**src/rtl/fir_mac_sequencer.sv**
```systemverilog
// Time-multiplexed FIR: a single signed MAC walks NTAPS taps per accepted sample.
// Holds the sample delay line and a coefficient file that can be written while idle.
module fir_mac_sequencer #(
   parameter int unsigned NTAPS = 4,
   parameter int unsigned DW    = 16,
   parameter int unsigned CW    = 16,
   parameter int unsigned AW    = 2,
   parameter int unsigned OW    = DW + CW + AW
) (
   input  logic                 clk,
   input  logic                 rst_n,
   input  logic                 s_valid,
   output logic                 s_ready,
   input  logic signed [DW-1:0] s_data,
   output logic                 m_valid,
   input  logic                 m_ready,
   output logic signed [OW-1:0] m_data,
   input  logic                 coef_we,
   input  logic [AW-1:0]        coef_addr,
   input  logic signed [CW-1:0] coef_wdata,
   output logic                 busy
);

   typedef enum logic [1:0] {StIdle, StMac, StOut} state_e;

   state_e                state_q, state_d;
   logic signed [DW-1:0]  x_q [NTAPS];
   logic signed [CW-1:0]  h_q [NTAPS];
   logic signed [OW-1:0]  acc_q;
   logic signed [OW-1:0]  m_data_q;
   logic                  m_valid_q;
   logic [AW-1:0]         idx_q;

   logic                  accept;
   logic                  last_tap;
   logic                  addr_ok;
   logic                  coef_wr;
   logic signed [DW+CW-1:0] prod;
   logic signed [OW-1:0]  sum;

   assign last_tap = (idx_q == AW'(NTAPS - 1));
   assign addr_ok  = (32'(coef_addr) < NTAPS);
   // Writes are only honoured in IDLE; anything else is dropped.
   assign coef_wr  = coef_we && (state_q == StIdle) && addr_ok;

   // Full-precision signed product, sign-extended into the accumulator width.
   assign prod = x_q[idx_q] * h_q[idx_q];
   assign sum  = acc_q + OW'(prod);

   assign m_valid = m_valid_q;
   assign m_data  = m_data_q;

   always_ff @(posedge clk or negedge rst_n) begin
      if (!rst_n) begin
         state_q <= StIdle;
      end else begin
         state_q <= state_d;
      end
   end

   always_comb begin
      state_d = state_q;
      s_ready = 1'b0;
      busy    = 1'b0;
      accept  = 1'b0;
      unique case (state_q)
         StIdle: begin
            s_ready = 1'b1;
            if (s_valid) begin
               accept  = 1'b1;
               state_d = StMac;
            end
         end
         StMac: begin
            busy = 1'b1;
            if (last_tap) begin
               state_d = StOut;
            end
         end
         StOut: begin
            busy = 1'b1;
            if (m_valid_q && m_ready) begin
               state_d = StIdle;
            end
         end
         default: state_d = StIdle;
      endcase
   end

   // Delay line: x_q[0] is the newest sample.
   always_ff @(posedge clk or negedge rst_n) begin
      if (!rst_n) begin
         for (int k = 0; k < NTAPS; k++) begin
            x_q[k] <= '0;
         end
      end else if (accept) begin
         x_q[0] <= s_data;
         for (int k = 1; k < NTAPS; k++) begin
            x_q[k] <= x_q[k-1];
         end
      end
   end

   always_ff @(posedge clk or negedge rst_n) begin
      if (!rst_n) begin
         for (int k = 0; k < NTAPS; k++) begin
            h_q[k] <= CW'(k + 1);
         end
      end else if (coef_wr) begin
         h_q[coef_addr] <= coef_wdata;
      end
   end

   always_ff @(posedge clk or negedge rst_n) begin
      if (!rst_n) begin
         acc_q     <= '0;
         idx_q     <= '0;
         m_data_q  <= '0;
         m_valid_q <= 1'b0;
      end else begin
         if (accept) begin
            acc_q <= '0;
            idx_q <= '0;
         end
         if (state_q == StMac) begin
            acc_q <= sum;
            idx_q <= last_tap ? '0 : idx_q + 1'b1;
            if (last_tap) begin
               m_data_q  <= sum;
               m_valid_q <= 1'b1;
            end
         end
         if ((state_q == StOut) && m_valid_q && m_ready) begin
            m_valid_q <= 1'b0;
         end
      end
   end

endmodule
```
**config.mk**
```make
export PLATFORM = sky130hd
export DESIGN_NAME = fir_mac_sequencer
export DESIGN_NICKNAME = d
export VERILOG_FILES = /design/src/rtl/fir_mac_sequencer.sv
export SDC_FILE = /design/constraint.sdc
export NUM_CORES = 1
export LEC_CHECK = 0
export ABC_AREA = 1
export BUFFER_PORTS_ARGS = -buffer_cell sky130_fd_sc_hd__buf_2
export CAP_MARGIN = 20
export CELL_PAD_IN_SITES_DETAIL_PLACEMENT = 1
export CELL_PAD_IN_SITES_GLOBAL_PLACEMENT = 2
export CORE_AREA = 2 2 222 224
export DETAILED_ROUTE_END_ITERATION = 12
export DIE_AREA = 0 0 224 226
export PLACE_DENSITY_LB_ADDON = 0.12
export RECOVER_POWER = 25
export SLEW_MARGIN = 20
export SYNTH_ARGS = -nofsm -noshare
export SYNTH_HDL_FRONTEND = slang
export SYNTH_SLANG_ARGS = --single-unit
```
**constraint.sdc**
```tcl
create_clock -name clk -period 19.3 [get_ports clk]
set_input_delay 3.86 -clock clk [delete_from_list [all_inputs] [get_ports clk]]
set_output_delay 3.86 -clock clk [all_outputs]
set_load 0.05 [all_outputs]
```
# Word level (Yosys, flattened, before mapping)
# Index checks and enable logic that the tools add are counted.
# word_totals
input_bits	39
regBits	201
# op_classes
bitwise	2
add_sub_neg	2
magnitude_cmp	3
n_eq_ne	6
multipliers	1
mux	25
n_reduce_logical	13
# ops
op	count
2-to-1 mux 16 bit	5
2-to-1 mux 34 bit	2
binary-select mux 16 bit (select 2 bit)	2
bitwise mux 64 bit	1
adder 34 x 32 -> 34 bit	1
demux 16 bit (select 2 bit)	1
multiplier 16 x 16 -> 32 bit	1
2-to-1 mux 2 bit	6
2-to-1 mux 1 bit	7
>= comparator 3 bit (second input constant)	2
inequality test 2 bit (second input constant)	3
NOT 2 -> 3 bit	2
one-hot mux 2 bit (3 select lines)	1
nonzero test 2 bit	3
logical AND 1 bit	5
equality test 2 bit (second input constant)	2
AND reduction 2 bit	2
less-than comparator 3 x 1 -> 1 bit (second input constant)	1
AND reduction 3 bit	1
adder 2 x 1 -> 2 bit (second input constant)	1
equality test 2 x 1 -> 1 bit (second input constant)	1
logical NOT 2 bit	1
OR reduction 2 bit	1

# Logic depth before layout (Yosys ltp)
# depth
word_depth	7
mapped_depth	34

# Worst setup path after synthesis
# No wires, ideal clock.
# synth_path
path_kind	flip-flop to flip-flop
from	reg idx_q[0]
to	reg m_data_q[29] (netlist: m_data[29])
period_less_slack_ns	6.149
t_required_ns	19.182
slack_ns	13.151
arrival_time_ns	6.031
path_stages_with_launch	30
path_buffers	3
cell_sequence	dfrtp_1 buf_6 inv_6 buf_8 buf_6 nand2_1 a32oi_1 inv_2 nor2_1 inv_1 fa_1 inv_1 fa_1 inv_1 fa_1 inv_1 fa_1 fa_1 inv_1 fa_1 inv_1 ha_1 nand2_1 nor2_1 nand2_1 or2_2 nand3_1 nand2_1 nand3_1 nand2_1
# synth_via
elab_chain_cells	6
word_cells_on_any_way	11
cone_classes	add/sub: 1; mul: 1; eq/ne: 1; mux: 6; bitwise: 1; reduce/logical: 1
# synth_lines
item	line_no	rtl
from (decl)	32	logic [AW-1:0] idx_q;
from (signal assigned)	127	idx_q <= last_tap ? '0 : idx_q + 1'b1;
NOT 2 -> 3 bit (implied by the code)	47	assign prod = x_q[idx_q] * h_q[idx_q];
binary-select mux 16 bit (select 2 bit)	47	
2-to-1 mux 16 bit (implied by the code) (2 in series)	47	
multiplier 16 x 16 -> 32 bit	47	
adder 34 x 32 -> 34 bit	48	assign sum = acc_q + OW'(prod);
to (signal assigned)	129	m_data_q <= sum;
to (decl)	30	logic signed [OW-1:0] m_data_q;
# Parallel ways exist; a longest one is shown, timed or not. The select of a mux whose other input is x is not followed.
# A chain may end at the register's enable or synchronous reset.

# Worst setup path after layout
# layout_path
from	reg idx_q[1]
to	reg m_data_q[33] (netlist: m_data[33])
# Same word-level chain as after synthesis.

==> results.yml <==
logic_synthesis:
  synth_area_sq_um: 20400
  synth-async-reset-ratio_pct: 100
  syn_nets: 2877
  ys_ff_latch: 201
  synth_edf_count: 0
  yosysWarnings: 0
  synth_cell_types: 43
  synthFlopType: "dfrtp_1"
  avgSynthCellArea_sq_um: 8.43
  synthCells: 2427
  yosysSeqAreaShare_pct: 24.6
layout:
  fin_area_sq_um: 22100
  nets: 2920
  antenna_cells: 0
  filler_cell_count: 5864
  drive_gt1_share_pct: 7.87
  area_delta_synth_final_pct: 8.18
cts:
  ctsRootBufferMaster: "clkbuf_16"
  clock_sinks: 201
  cts_tree: "built"
  post_cts_resize_count: 0
  cts_made_buffers: 25
  hold_buffers: 0
  htree_levels: 1
  clk-insertion-delay-late_ns: 0.56
  clk_path_buf_depth: 3
  post_cts_buffers: 0
  clk_pin_slew_ns: 0.06
place:
  port_buffers: 75
  placed_cell_area_sq_um: 21400
  gp_congestion: 0.921
  hpwl_um: 48000
routing:
  ant_nets: 0
  firstDrtPassIters: 5
  wl_um: 60100
  vias: 15900
  drcViolationCount: 0
  wl_per_cell_um: 19.3
  vias_per_cell: 5.11
  dr.first_iter.drc_count: 890
timing:
  slew_violations: 143
  fin_tns_setup_ns: 0
  max_freq_mhz: 102
  maxSlewHeadroom_pct: -295
  fin_crit_sh_pct: 50.7
  worstMarginPinSlew_ns: 5.92
  rsz0062_at_grt: "no"
  final_hold_viol_count: 0
  setup_viol: 0
  fin_crit_ns: 9.78
  clock_skew_ns: 0.00765
setup_path:
  cp_max_fo: 46
  rr_worst_depth: 25
  arrival_ns: 10.23
  slowest_stage: "clkbuf_1"
  worstReg2RegStart: "idx_q[1]"
  slowest_delay_ns: 2.10
  startpoint_type: "flop"
  r2r_slack_ns: 9.52
  crit_required_ns: 19.74
  worstSetupEndpointType: "flop"
  r2r_end: "m_data[33]"
  criticalPathCategory: "reg2reg"
outcome:
  outcome: "complete, but fails checks"
  violations: "max-capacitance violations, max-slew violations"
worst_hold_path:
  holdPathEnd: "m_data[17]"
  worstHoldPathType: "reg2reg"
  worstHoldStart: "m_data[17]"
  hold_path_depth: 2
global_route:
  grt_pass1_wl_um: 98600
  antenna_found_initial: 0
  grt_pass1_vias: 18100
  grt_usage_pct: 25.2
  grt_max_degree: 129
  grt_overflow: 0
die:
  die_h_um: 226
  rows: 81
  initial_core_util_pct: 42.3
  dieArea_sq_um: 50600
  io_pins: 76
  core_sq_um: 48300
  die-width_um: 224
flow_run:
  maxCapViolations: 3
critical path: cells and delay by family (launching register included):
| family | cells | cell delay, ns |
|---|---|---|
| and+or+nand+nor | 7 | 1.04 |
| adders and majority gates | 7 | 3.33 |
| buffers and inverters | 8 | 3.44 |
| DFF | 1 | 0.43 |
| AOI/OAI and AO/OA | 3 | 1.36 |
kinds of logic after synthesis:
| logic type | after synthesis | share of synthesized area (%) |
|---|---|---|
| compound gates | 284 | 9.05 |
| xor+xnor | 13 | 0.557 |
| fa+ha+maj | 411 | 36.3 |
| buf+inv | 618 | 11.9 |
| flops | 201 | 24.6 |
| simple gates | 900 | 17.5 |
flip-flops by register name, summed over array words and instances (netlist names):
name / cells
h_q: 64
m_valid: 1
idx_q: 2
acc_q: 34
state_q: 2
m_data: 34
x_q: 64
worst max path at each step:
stage	startpoint	end	slack, ns	cells after the start
3_3_place_gp	idx_q[1]	m_data[33]	11.50	27
3_5_place_dp	idx_q[1]	m_data[33]	11.46	27
5_1_grt	idx_q[1]	m_data[33]	8.74	25
4_1_cts	idx_q[1]	m_data[33]	11.43	27
6_report	idx_q[1]	m_data[33]	9.52	25
2_1_floorplan	idx_q[0]	m_data[29]	13.15	29
routing by layer:
| layer | share of wire, % | vias up | global-route usage [%] |
|---|---|---|---|
| met4 | 2.8 | 0 | 7.23 |
| li1 | - | 7364 | - |
| met5 | 0 | - | 0 |
| met1 | 43 | 8192 | 33.2 |
| met3 | 4.3 | 79 | 3.08 |
| met2 | 50 | 267 | 43.9 |
placed cells by master (no fill, tap or decap), types with 2 or more instances in the layout:
cell and n:
buf_2 73, nor2_1 232, a21oi_1 112, inv_2 22, clkbuf_1 14, nand4_1 8
a32oi_2 15, a32oi_1 7, xor2_1 4, nand2_2 4, nand3_1 80, a32oi_4 8
o21ai_0 124, nand2_1 551, clkbuf_16 25, clkbuf_8 4, ha_1 106, o21a_1 3
o211ai_1 2, nor4_1 2, inv_1 516, fa_1 305, dfstp_2 5, or2_2 8
a21o_1 3, buf_4 14, o31ai_1 3, xnor2_1 9, nand3b_1 2, clkinv_2 7
o21bai_1 5, nor3_1 5, dfrtp_1 195, nor2_2 2
synthesized netlist by cell type (2+ instances only):
master	instances	area (sq um)
nand2_1	551	2070
inv_1	516	1940
fa_1	305	6110
nor2_1	232	871
dfrtp_1	196	4900
o21ai_0	124	621
a21oi_1	112	561
ha_1	106	1330
nand3_1	80	400
clkbuf_1	35	131
buf_2	26	130
inv_2	22	82.6
a32oi_2	16	260
xnor2_1	9	78.8
a32oi_4	8	220
nand4_1	8	50.1
or2_2	8	50.1
buf_6	7	78.8
a32oi_1	6	52.6
nor3_1	6	30.0
buf_1	5	18.8
dfstp_2	5	131
o21bai_1	5	37.5
buf_4	4	30.0
nand2_2	4	25.0
xor2_1	4	35.0
a21o_1	3	22.5
o21a_1	3	22.5
o31ai_1	3	22.5
nand3b_1	2	15.0
nor2_2	2	12.5
nor4_1	2	12.5
o211ai_1	2	15.0
cell type report:
type	count	area (sq um)	share of cell area, %
well taps	622	778	3.52
flip-flops and latches	201	5040	22.8
clock buffers	37	711	3.21
repair buffers	94	504	2.28
clock inverters	9	85.1	0.385
multi-input cells	1608	13000	58.6
inverters	540	2030	9.19
metrics by stage:
stage,setup slack [ns],cells,hold slack [ns],utilization [%]
finish,9.52,3111,0.478,45.8
detailed placement,11.46,3065,0.464,44.2
global route,8.74,3111,0.507,45.8
floorplan,13.15,2427,0.453,-
global placement,11.50,3065,0.457,44.2
CTS,11.43,3111,0.481,45.8
Power is not shown: default switching activity piles up to over one toggle a cycle in this logic, so the estimate is an artifact.
